==> src/rtl/button_pkg.sv <==
// button_pkg -- shared types and helpers for the pushbutton debouncer.
//   btn_state_t : debounce FSM state encoding
//   cnt_width() : bit width needed to hold the values 0..n
package button_pkg;

   typedef enum logic [1:0] {
      IDLE         = 2'd0,
      PRESS_WAIT   = 2'd1,
      PRESSED      = 2'd2,
      RELEASE_WAIT = 2'd3
   } btn_state_t;

   function automatic int unsigned cnt_width(input int unsigned n);
      return $clog2(n + 1);
   endfunction

endpackage

==> src/rtl/button_debounce_sync_chain.sv <==
// sync_chain -- multi-flop synchronizer for an asynchronous 1-bit input.
//   clk : sampling clock
//   rst : synchronous active-high reset, loads RESET_VAL into every stage
//   d   : asynchronous input
//   q   : synchronized output (last stage)
module sync_chain #(
   parameter int unsigned STAGES    = 2,
   parameter logic        RESET_VAL = 1'b1
) (
   input  logic clk,
   input  logic rst,
   input  logic d,
   output logic q
);

   logic [STAGES-1:0] sr;

   always_ff @(posedge clk) begin
      if (rst) begin
         sr <= {STAGES{RESET_VAL}};
      end else begin
         sr <= {sr[STAGES-2:0], d};
      end
   end

   assign q = sr[STAGES-1];

endmodule

==> src/rtl/button_debounce.sv <==
// button_debounce -- debounces a pushbutton and issues a stretched reset request.
//   clk           : single clock, all flops on posedge
//   rst           : synchronous active-high reset
//   btn_raw       : asynchronous, bouncing pushbutton pin
//   btn_level     : debounced pressed level (1 = pressed)
//   press_pulse   : one-cycle strobe on each accepted press
//   release_pulse : one-cycle strobe on each accepted release
//   rst_req_n     : active-low reset request, held low while pressed and for
//                   at least MIN_ASSERT_CYCLES after an accepted press
module button_debounce
   import button_pkg::*;
#(
   parameter int unsigned SYNC_STAGES       = 2,
   parameter int unsigned DEBOUNCE_CYCLES   = 16,
   parameter int unsigned MIN_ASSERT_CYCLES = 8,
   parameter bit          ACTIVE_LOW_IN     = 1'b1
) (
   input  logic clk,
   input  logic rst,
   input  logic btn_raw,
   output logic btn_level,
   output logic press_pulse,
   output logic release_pulse,
   output logic rst_req_n
);

   localparam int unsigned   DW        = cnt_width(DEBOUNCE_CYCLES);
   localparam int unsigned   SW        = cnt_width(MIN_ASSERT_CYCLES);
   localparam logic [DW-1:0] DB_MAX    = DW'(DEBOUNCE_CYCLES);
   localparam logic [SW-1:0] ST_LOAD   = SW'(MIN_ASSERT_CYCLES);
   localparam logic          REL_LEVEL = ACTIVE_LOW_IN;

   logic          sync_q;
   logic          pressed;
   btn_state_t    state, state_nx;
   logic [DW-1:0] db_cnt, db_cnt_nx, db_inc;
   logic [SW-1:0] st_cnt, st_cnt_nx;
   logic          level_nx, press_nx, release_nx, rst_req_n_nx;

   sync_chain #(
      .STAGES    (SYNC_STAGES),
      .RESET_VAL (REL_LEVEL)
   ) u_sync (
      .clk (clk),
      .rst (rst),
      .d   (btn_raw),
      .q   (sync_q)
   );

   assign pressed = ACTIVE_LOW_IN ? ~sync_q : sync_q;

   // Saturating increment; db_cnt is 0 in the stable states, so the same
   // test lets DEBOUNCE_CYCLES == 1 accept straight from IDLE/PRESSED.
   assign db_inc = (db_cnt == DB_MAX) ? db_cnt : db_cnt + 1'b1;

   always_comb begin
      state_nx   = state;
      db_cnt_nx  = db_cnt;
      st_cnt_nx  = (st_cnt != '0) ? st_cnt - 1'b1 : st_cnt;
      press_nx   = 1'b0;
      release_nx = 1'b0;

      case (state)
         IDLE, PRESS_WAIT: begin
            if (pressed) begin
               if (db_inc == DB_MAX) begin
                  state_nx  = PRESSED;
                  db_cnt_nx = '0;
                  press_nx  = 1'b1;
                  st_cnt_nx = ST_LOAD;
               end else begin
                  state_nx  = PRESS_WAIT;
                  db_cnt_nx = db_inc;
               end
            end else begin
               state_nx  = IDLE;
               db_cnt_nx = '0;
            end
         end
         PRESSED, RELEASE_WAIT: begin
            if (!pressed) begin
               if (db_inc == DB_MAX) begin
                  state_nx   = IDLE;
                  db_cnt_nx  = '0;
                  release_nx = 1'b1;
               end else begin
                  state_nx  = RELEASE_WAIT;
                  db_cnt_nx = db_inc;
               end
            end else begin
               state_nx  = PRESSED;
               db_cnt_nx = '0;
            end
         end
         default: begin
            state_nx  = IDLE;
            db_cnt_nx = '0;
         end
      endcase

      // Outputs are derived from next-state values so they are registered
      // yet line up with the state they describe.
      level_nx     = (state_nx == PRESSED) || (state_nx == RELEASE_WAIT);
      rst_req_n_nx = !(level_nx || (st_cnt_nx != '0));
   end

   always_ff @(posedge clk) begin
      if (rst) begin
         state         <= IDLE;
         db_cnt        <= '0;
         st_cnt        <= '0;
         btn_level     <= 1'b0;
         press_pulse   <= 1'b0;
         release_pulse <= 1'b0;
         rst_req_n     <= 1'b1;
      end else begin
         state         <= state_nx;
         db_cnt        <= db_cnt_nx;
         st_cnt        <= st_cnt_nx;
         btn_level     <= level_nx;
         press_pulse   <= press_nx;
         release_pulse <= release_nx;
         rst_req_n     <= rst_req_n_nx;
      end
   end

endmodule
==> config.mk <==
export PLATFORM = sky130hd
export DESIGN_NAME = button_debounce
export DESIGN_NICKNAME = d
export VERILOG_FILES = /design/src/rtl/button_pkg.sv /design/src/rtl/button_debounce_sync_chain.sv /design/src/rtl/button_debounce.sv
export SDC_FILE = /design/constraint.sdc
export NUM_CORES = 1
export LEC_CHECK = 0
export BUFFER_PORTS_ARGS = -buffer_cell sky130_fd_sc_hd__buf_2
export CORE_UTILIZATION = 40
export DETAILED_ROUTE_END_ITERATION = 10
export PLACE_DENSITY = 0.62
export SETUP_SLACK_MARGIN = 0.5
export SLEW_MARGIN = 15
export SYNTH_ARGS = -nofsm -noshare
export SYNTH_HDL_FRONTEND = slang
export SYNTH_HIERARCHICAL = 1
export SYNTH_SLANG_ARGS = --single-unit
==> constraint.sdc <==
create_clock -name clk -period 3.7 [get_ports clk]
set_input_delay 0.37 -clock clk [delete_from_list [all_inputs] [get_ports clk]]
set_output_delay 0.37 -clock clk [all_outputs]
set_load 0.005 [all_outputs]
# Yosys cells after proc, flatten, opt, wreduce, memory -nomap -nowiden
# Index checks and enable logic that the tools add are counted.
# totals
out_inout_bits	4
register_bits	17
wordCells	45
in_bits	3
# classes
n_mux	15
bitwise_logic	3
addsub	2
n_eq_ne	7
n_reduce_logical	10
# op_table
cell	n
5-bit two-way mux	4
4-bit two-way mux	4
5-bit equality test (second input constant)	2
5-bit one-hot mux with 2 select lines	1
2-bit equality test (second input constant)	4
2-bit two-way mux	4
4-bit nonzero test	2
3-bit OR reduction	2
5-bit by 1-bit adder with 5-bit output (second input constant)	1
2-bit one-hot mux with 2 select lines	1
2-bit OR reduction	2
4-bit by 1-bit subtractor with 4-bit output (second input constant)	1
1-bit inverter	3
2-bit by 1-bit equality test with 1-bit output (second input constant)	1
2-bit zero test	1
1-bit logical OR	2
1-bit zero test	1
1-bit two-way mux	1

# Logic depth before layout (Yosys ltp)
# Gate-level depths: netlist (run 1).
# depth
depth_word	10
depth_mapped	7
depth_no_buf	7

# Hierarchy
# Netlist (run 1), hierarchy kept.
# modules_own_cells
mod	cells_per_inst	area_each_um2	seq_area_each_um2	instances
button_debounce	79	732.0	280.3	1
sync_chain	4	52.6	40.0	1

# Worst setup path after synthesis (run 1)
# No wires, ideal clock.
# synth_timing
path_type	register to register
startpoint	register db_cnt[0]
endpoint	register rst_req_n
arrival_time_ns	1.916
required_time_ns	3.634
slack_ns	1.718
setup_ns	0.066
stages_incl_launch_ff	8
path_buffers	0
period_less_slack_ns	1.982
path_cell_list	dfxtp_1 -> inv_1 -> ha_1 -> and3b_1 -> o32ai_4 -> o21ai_2 -> or4_4 -> a21oi_2
# synth_via
elab_chain_cells	10
word_cells_on_any_way	18
cone_classes	add/sub: 1; eq/ne: 4; mux: 9; reduce/logical: 4
# synth_lines
element	line	rtl
start, declared	button_debounce.sv:36	logic [DW-1:0] db_cnt, db_cnt_nx, db_inc;
start signal, assigned	button_debounce.sv:118	db_cnt <= db_cnt_nx;
5-bit by 1-bit adder with 5-bit output / 5-bit equality test (equally long branches)	button_debounce.sv:54	assign db_inc = (db_cnt == DB_MAX) ? db_cnt : db_cnt + 1'b1;
5-bit two-way mux *	button_debounce.sv:54	
5-bit equality test *	button_debounce.sv:66, button_debounce.sv:82	
2-bit two-way mux (on tied branches)	button_debounce.sv:82, button_debounce.sv:66	
2-bit two-way mux (on tied branches)	button_debounce.sv:81, button_debounce.sv:65	
2-bit one-hot mux with 2 select lines	button_debounce.sv:63	case (state)
2-bit equality test	button_debounce.sv:103	level_nx = (state_nx == PRESSED) || (state_nx == RELEASE_WAIT);
1-bit logical OR	button_debounce.sv:103	
1-bit logical OR *	button_debounce.sv:104	rst_req_n_nx = !(level_nx || (st_cnt_nx != '0));
1-bit zero test *	button_debounce.sv:104	
end signal, assigned	button_debounce.sv:123	rst_req_n <= rst_req_n_nx;
end, declared	button_debounce.sv:24	output logic rst_req_n
# Every way passes the cells marked *; elsewhere a longest branch is shown, timed or not.
# A chain may end at the register's enable or synchronous reset.

# Worst setup path after layout (run 1)
# Ends and elaborated chain as after synthesis.

==> impl_summary.md, run 1 <==
Critical path
The worst-path maximum fanout is 7. The depth of the worst register-to-register path is 7. In this run the critical register-to-register path is captured at rst_req_n. The critical path ends at rst_req_n. The slack of the worst reg-to-reg path is 1.58 ns. The launch point of the worst reg-to-reg path is db_cnt[0]. The endpoint type of the worst setup path is a register.

Tracing the worst setup path back leads to its startpoint at db_cnt[0]. By startpoint and endpoint, the worst setup path is classified as register to register. For the worst setup path, the data arrival time is 2.33 ns. The worst setup path is launched from a register. Data on the critical path is required at its endpoint by 3.92 ns.

Pwr
Of the total power, the share spent switching nets is 0.320. Of the total power, combinational logic draws 0.327. The static power due to leakage is 0.346 nW. The power density over the cells is 521 nW/um^2. The internal power of the cells totals 0.000307 W.

The net switching power is 0.000144 W. The proportion of power drawn by flip-flops and latches is 0.488. The worst-case IR drop observed on VDD is 258 uV. Of the total power, the clock network draws 0.185.

Final layout
The number of nets at the end of the flow is 99. The number of filler cells placed in the layout is 175. From synthesis to final layout, the design area changed by 10.2%. The library cell used most frequently in the layout, excluding fill and tap cells, is sky130_fd_sc_hd__dfxtp_1.

The count of cells in the finished layout, fillers not included, comes to 116. Of the cells placed in the final design, the portion with a size suffix greater than 1 is 0.176. Leaving out fill and tap cells, the most frequent cells in the layout are 16 x sky130_fd_sc_hd__dfxtp_1, 7 x sky130_fd_sc_hd__nor2_1, 6 x sky130_fd_sc_hd__inv_1, 6 x sky130_fd_sc_hd__buf_2, 5 x sky130_fd_sc_hd__a21oi_1. The count of antenna diodes in the layout is 0.

Floorplan
The placeable core region is 1780 sq um. The effective utilization at floorplan is 0.440. The die is 46.3 um wide.

The count of standard-cell rows is 15. The y dimension of the die is 46.3 um. 7 I/O pins were placed. The die covers 2140 sq um.

STA
Clock skew on the completed layout was measured at 0.00246 ns. The count of endpoints failing hold in the final timing report is 0. For the pin with the worst max-slew slack, the measured transition is 0.460 ns. Measured against its own limit, the worst slew margin works out to 0.691.

Static timing analysis puts the maximum clock frequency at 473 MHz. Dividing the final minimum period by the clock period gives 0.572. The shortest clock period the worst path allows after layout is 2.12 ns. Setup repair after global routing left no endpoint under its margin. Summed over all failing endpoints, the final setup total negative slack is 0 ns. Setup violations remaining at the end of the flow were counted as 0. The max-slew violation count is 0.

The worst slack on hold paths is 0.273 ns.

Logic synthesis
During synthesis, Yosys emitted a total of 6 warnings. When the netlist entered floorplanning its net count stood at 89. The average instance area after synthesis is 9.45 sq um. The fraction of the yosys area taken by sequential cells is 0.408. Yosys mapped a number of flops with a built-in enable equal to 0. After synthesis the cells add up to 785 sq um. The post-synthesis async set-or-reset flop share is 0. Synthesis inferred 16 register bits. Synthesis handed over a netlist of 83 instances. The number of different library cells used by synthesis comes to 36.

The most used flip-flop cell after synthesis is sky130_fd_sc_hd__dfxtp_1.

Placed design
The number of input and output port buffers inserted is 6. Counting tap cells, the placed design contains a total of 113 instances. The HPWL after detailed placement is 936 um. The final weighted congestion of routability-driven global placement is 0.731.

Clocking
The quantity of hold-fixing buffers added after cts is 0. The later pin in the worst-skew pair is clocked with a latency of 0.27 ns. The post-CTS setup buffer count is 0. CTS built an H-tree with a depth of 1. The post-cts repair resize count is 0.

The maximum buffer depth of the clock tree is 2. Counting the buffers created by CTS gives 3. The total number of clock tree sinks is 16. The CTS tree is yes. The register clock-pin slew on the reported worst setup and hold paths is 0.08 ns. The root buffer cell chosen for the clock tree is sky130_fd_sc_hd__clkbuf_4.

GRT
The initial antenna violation count came to 0. The number of global-route vias before repair is 507. The first-pass GRT wire length is 2170 um. The largest net degree at the start of global routing is 12. The global routing usage summed across all routing layers is 0.144. The total global routing overflow is 0.

Run
The number of maximum-capacitance constraint violations is 0.

Worst hold path
The worst hold path belongs to the class input port to register.

Status
The flow ran to the end, and the final reports show no timing, DRC or antenna violations.

Drt
The via count of the routed design is 559. For this run, the detailed router's first-pass iteration total came to 4. Wires add up to 1170 um.

The number of routed nets with antenna violations is 0. The starting DRC count in detailed routing is 9. The average wire per standard cell is 10.1 um. For this run, design rule violations remaining after detail routing come to 0. The average vias per placed instance is 4.82.
[synth_stat cells, types with 2 or more instances]
cell / instances / area (sq um)
sky130_fd_sc_hd__a21oi_1: 5 / 25.0
sky130_fd_sc_hd__and3_1: 2 / 12.5
sky130_fd_sc_hd__dfxtp_1: 16 / 320
sky130_fd_sc_hd__ha_1: 3 / 37.5
sky130_fd_sc_hd__inv_1: 6 / 22.5
sky130_fd_sc_hd__mux2_1: 2 / 22.5
sky130_fd_sc_hd__nand2_1: 4 / 15.0
sky130_fd_sc_hd__nand2b_1: 3 / 18.8
sky130_fd_sc_hd__nor2_1: 7 / 26.3
sky130_fd_sc_hd__nor3_1: 3 / 15.0
sky130_fd_sc_hd__or2_1: 2 / 12.5
sky130_fd_sc_hd__or2_2: 2 / 12.5
sky130_fd_sc_hd__xnor2_1: 3 / 26.3
sky130_fd_sc_hd__xor2_1: 3 / 26.3
[through the flow]
stage                     cell area [sq um]  worst slack (ns)  total power, W  utilization
after global routing                    865              1.44        0.000495        0.485
after floorplan                         785              1.72        0.000343            -
after global placement                  842              1.65        0.000369        0.472
after CTS                               865              1.59        0.000458        0.485
final                                   865              1.58        0.000451        0.485
after detailed placement                842              1.60        0.000373        0.472
[final cells by class]
class	instances	area [sq um]	share of cell area
timing repair buffer	6	30.0	0.0347
sequential	16	320	0.370
multi-input combinational	60	438	0.507
inverter	6	22.5	0.0260
clock buffer	3	22.5	0.0260
tap	25	31.3	0.0362
[state kept, by name, summed over array words and instances (netlist names)]
register	cells
btn_level	1
release_pulse	1
u_sync/sr	2
press_pulse	1
rst_req_n	1
db_cnt	5
st_cnt	4
state	1
[metal layers]
layer  track usage  vias up  part of all wire
met2         0.197       13              0.40
li1              -      309                 -
met1         0.198      235              0.53
met3        0.0706        2             0.052
met5             0        -                 0
met4        0.0353        0             0.012
[power groups by stage]
stage / logic, W / clock network [W] / registers, W
final: 0.000147 / 0.0000835 / 0.000220
after CTS: 0.000150 / 0.0000887 / 0.000220
after global routing: 0.000172 / 0.0000981 / 0.000225
after detailed placement: 0.000149 / 0 / 0.000224
after global placement: 0.000144 / 0 / 0.000224
after floorplan: 0.000122 / 0 / 0.000221
[worst min path at each step]
stage,from,end,slack [ns],cells after the start
final,btn_raw,u_sync/sr[0],0.27,2
after global routing,btn_raw,u_sync/sr[0],0.26,2
after CTS,btn_raw,u_sync/sr[0],0.26,2
after detailed placement,u_sync/sr[0],u_sync/sr[1],0.40,1
after global placement,u_sync/sr[0],u_sync/sr[1],0.39,1
after floorplan,u_sync/sr[0],u_sync/sr[1],0.38,1
[cells by family (layout without fill, tap and decap cells)]
kind of cell | Yosys count | count (layout) | synth area share
simple gates | 34 | 34 | 0.252
flops | 16 | 16 | 0.408
compound gates | 15 | 15 | 0.163
buf+inv | 7 | 15 | 0.0335
xor+xnor | 6 | 6 | 0.0670
fa+ha+maj | 3 | 3 | 0.0479
mux | 2 | 2 | 0.0287
[worst max-delay path: stages, from the launching register on]
cell and delay [ns]:
sky130_fd_sc_hd__dfxtp_1 0.49, sky130_fd_sc_hd__inv_1 0.08, sky130_fd_sc_hd__ha_1 0.22, sky130_fd_sc_hd__and3b_1 0.21
sky130_fd_sc_hd__o32ai_4 0.31, sky130_fd_sc_hd__o21ai_2 0.12, sky130_fd_sc_hd__or4_4 0.49, sky130_fd_sc_hd__a21oi_2 0.13
(Power assumes the default switching activity.)
==> inputs of run 2 (changes only) <==
--- a/config.mk
+++ b/config.mk
@@ -8,7 +8,7 @@
 export BUFFER_PORTS_ARGS = -buffer_cell sky130_fd_sc_hd__buf_2
 export CORE_UTILIZATION = 40
 export DETAILED_ROUTE_END_ITERATION = 10
-export PLACE_DENSITY = 0.62
+export PLACE_DENSITY = 0.64
 export SETUP_SLACK_MARGIN = 0.5
 export SLEW_MARGIN = 15
 export SYNTH_ARGS = -nofsm -noshare
==> constraint.sdc (replaced) <==
create_clock -name clk -period 1.9 [get_ports clk]
set_input_delay 0.19 -clock clk [delete_from_list [all_inputs] [get_ports clk]]
set_output_delay 0.19 -clock clk [all_outputs]
set_load 0.005 [all_outputs]
==> impl_summary.md, run 2 (synthesis gave the netlist of run 1 again) <==
Worst hold path
The worst hold path belongs to the class input port to register.

Clocking
The tree is rooted in a sky130_fd_sc_hd__clkbuf_4. The register clock-pin slew on the reported worst setup and hold paths came to 0.09 ns (about the same). TritonCTS built the clock tree.

The total number of clock tree sinks is 16 (unchanged). The number of clock buffers inserted by TritonCTS is 3 (unchanged). The maximum buffer depth of the clock tree is 2 (unchanged). The clock latency at the later pin of the worst-skew pair is 0.28 ns (about the same). The depth of the CTS H-tree was 1 (unchanged).

Pwr
The static power due to leakage came to 0.384 nW (+11%). The highest ir drop seen on vdd is 610 uV (+140%). The power density over the cells is 947 nW/um^2 (+82%).

Critical path
The endpoint type of the worst setup path is a register. The arrival time at the worst endpoint is 1.96 ns (-0.37 ns). The critical path required time was 2.12 ns (-1.80 ns).

The kind of critical path is register to register. The worst-path maximum fanout came to 3 (-4). The launching element type of the critical path is a register.

Drt
The wire length after detailed routing is 1400 um (+19%). The average wire per standard cell is 11.4 um (+12%). The average vias per placed instance was 4.94 (+2.6%). The starting DRC count in detailed routing is 2 (-7). The post-detailed-route DRC marker count is 0 (unchanged). The number of routed nets with antenna violations is 0 (unchanged). The via count of the routed design is 608 (+8.8%). The first-pass detailed-route iteration total is 2 (-2).

STA
The count of endpoints failing hold in the final timing report was 0 (unchanged). The total negative slack is 0 ns (unchanged). Setup repair after global routing could not meet its margin everywhere. The minimum setup slack in the final design is 0.160 ns (-1.42 ns). The ratio of final minimum period to clock period is 0.916 (+0.344). The number of setup violations in the final report came to 0 (unchanged).

The max-slew violation count is 0 (unchanged). The worst-margin pin slew is 0.396 ns (-0.0633 ns). The fmax is 575 MHz (+22%).

The relative slew slack came to 0.734 (+0.0426). The shortest clock period the worst path allows after layout came to 1.74 ns (-0.376 ns). The final setup skew is 0.00361 ns (+0.00115 ns).

Floorplan
The placeable core region came to 1780 sq um (unchanged). The die extent in x was 46.3 um (unchanged). The count of standard-cell rows is 15 (unchanged). The die area is 2140 sq um (unchanged).

The number of top-level pins is 7 (unchanged). The y dimension of the die is 46.3 um (unchanged). The effective utilization at floorplan is 0.440 (unchanged).

Status
The flow ran to the end, and the final reports show no timing, DRC or antenna violations.

GRT
The initial antenna violation count is 0 (unchanged). The number of global-route vias before repair is 543 (+7.1%). The largest net degree at the start of global routing is 12 (unchanged). The global routing usage summed across all routing layers is 0.148 (+0.00463). The total global routing overflow is 0 (unchanged). The first-pass GRT wire length is 2160 um (-0.64%).

Final layout
The final core utilization is 0.554 (+0.0688). The area growth from synthesis to layout is 25.8%. The share of layout cells above drive strength 1 is 0.347 (+0.171). The flip-flop count of the largest register after layout is 5 (unchanged). The non-filler instance count after layout is 123 (+6.0%).

The most common cell after layout, fill and taps aside is sky130_fd_sc_hd__dfxtp_1. In the final layout, the registers with the most flip-flops are db_cnt: 5 flops, st_cnt: 4 flops, u_sync/sr: 2 flops. The count of antenna diodes in the layout came to 0 (unchanged). The number of nets at the end of the flow is 105 (+6.1%).

The register with the most flip-flops is db_cnt. The top cell types in the final layout, fill and taps aside, are 14 x sky130_fd_sc_hd__dfxtp_1, 7 x sky130_fd_sc_hd__nor2_1, 6 x sky130_fd_sc_hd__buf_2.

Placed design
The placed wire-length estimate after detailed placement is 953 um (+1.8%). The count of placed standard cells including taps is 114 (+0.88%). The final weighted congestion of routability-driven global placement is 0.776 (+6.2%).

The number of input and output port buffers inserted is 6 (unchanged). The worst slack at placement is 0.0770 ns (-1.53 ns).

Run
The number of maximum-capacitance constraint violations is 0 (unchanged).
run 2: changes by cell type in the layout (fill, tap and decap cells not counted), moves of 2 or more:
cell                      previous run  this run
sky130_fd_sc_hd__buf_4               0         5
sky130_fd_sc_hd__dfxtp_1            16        14
sky130_fd_sc_hd__inv_1               6         4
sky130_fd_sc_hd__inv_2               0         2
sky130_fd_sc_hd__mux2_1              2         0
sky130_fd_sc_hd__mux2_4              0         2
run 2: path summary, 6_finish.rpt:
path | startpoint | to | slack [ns] | cells after the start
max | db_cnt[0] | rst_req_n | 0.16 | 7
min | btn_raw | u_sync/sr[0] | 0.09 | 2
max reg2reg | db_cnt[0] | rst_req_n | 0.16 | 7
min reg2reg | u_sync/sr[0] | u_sync/sr[1] | 0.41 | 1
run 2: critical path, cell delays in order, from the launching register on:
cell and delay, ns:
sky130_fd_sc_hd__dfxtp_4 0.36, sky130_fd_sc_hd__inv_2 0.04, sky130_fd_sc_hd__ha_4 0.15, sky130_fd_sc_hd__and3b_1 0.19
sky130_fd_sc_hd__o32ai_4 0.24, sky130_fd_sc_hd__o21ai_2 0.09, sky130_fd_sc_hd__or4_4 0.48, sky130_fd_sc_hd__a21oi_2 0.12
run 2: cell type report:
cell class              instances  area, sq um
fillers                       163          796
multi-input cells              60          503
flip-flops and latches         16          325
repair buffers                 12         78.8
well taps                      25         31.3
clock buffers                   4         26.3
inverters                       6         22.5
run 2: report_power, final:
part           total (W)  leakage, nW  internal [W]  switching, W
registers       0.000431        0.132      0.000382     0.0000484
logic           0.000320        0.237      0.000160      0.000160
clock network   0.000184       0.0150     0.0000815      0.000102
run 2: through the flow:
step | cell area (sq um) | power, W | hold WS [ns]
finish | 987 | 0.000935 | 0.0886
global route | 987 | 0.00101 | 0.0822
CTS | 987 | 0.000946 | 0.0827
detailed placement | 881 | 0.000729 | 0.384
global placement | 881 | 0.000724 | 0.371
floorplan | 816 | 0.000671 | 0.287
run 2: metal layers:
| layer | wire [um] | global-route usage | part of all wire |
|---|---|---|---|
| met5 | 0 | 0 | 0 |
| met1 | 593 | 0.150 | 0.42 |
| met2 | 746 | 0.262 | 0.53 |
| met4 | 12 | 0.0706 | 0.0086 |
| met3 | 45 | 0.0588 | 0.032 |
run 2: timing repair:
| action | 4_1_cts | 5_1_grt |
|---|---|---|
| setup buffers | 5 | 0 |
| resized for setup | 9 | 0 |
| hold buffers | 0 | 0 |
| endpoints found under the setup margin | 10 | 10 |
| pin swaps | 3 | 0 |
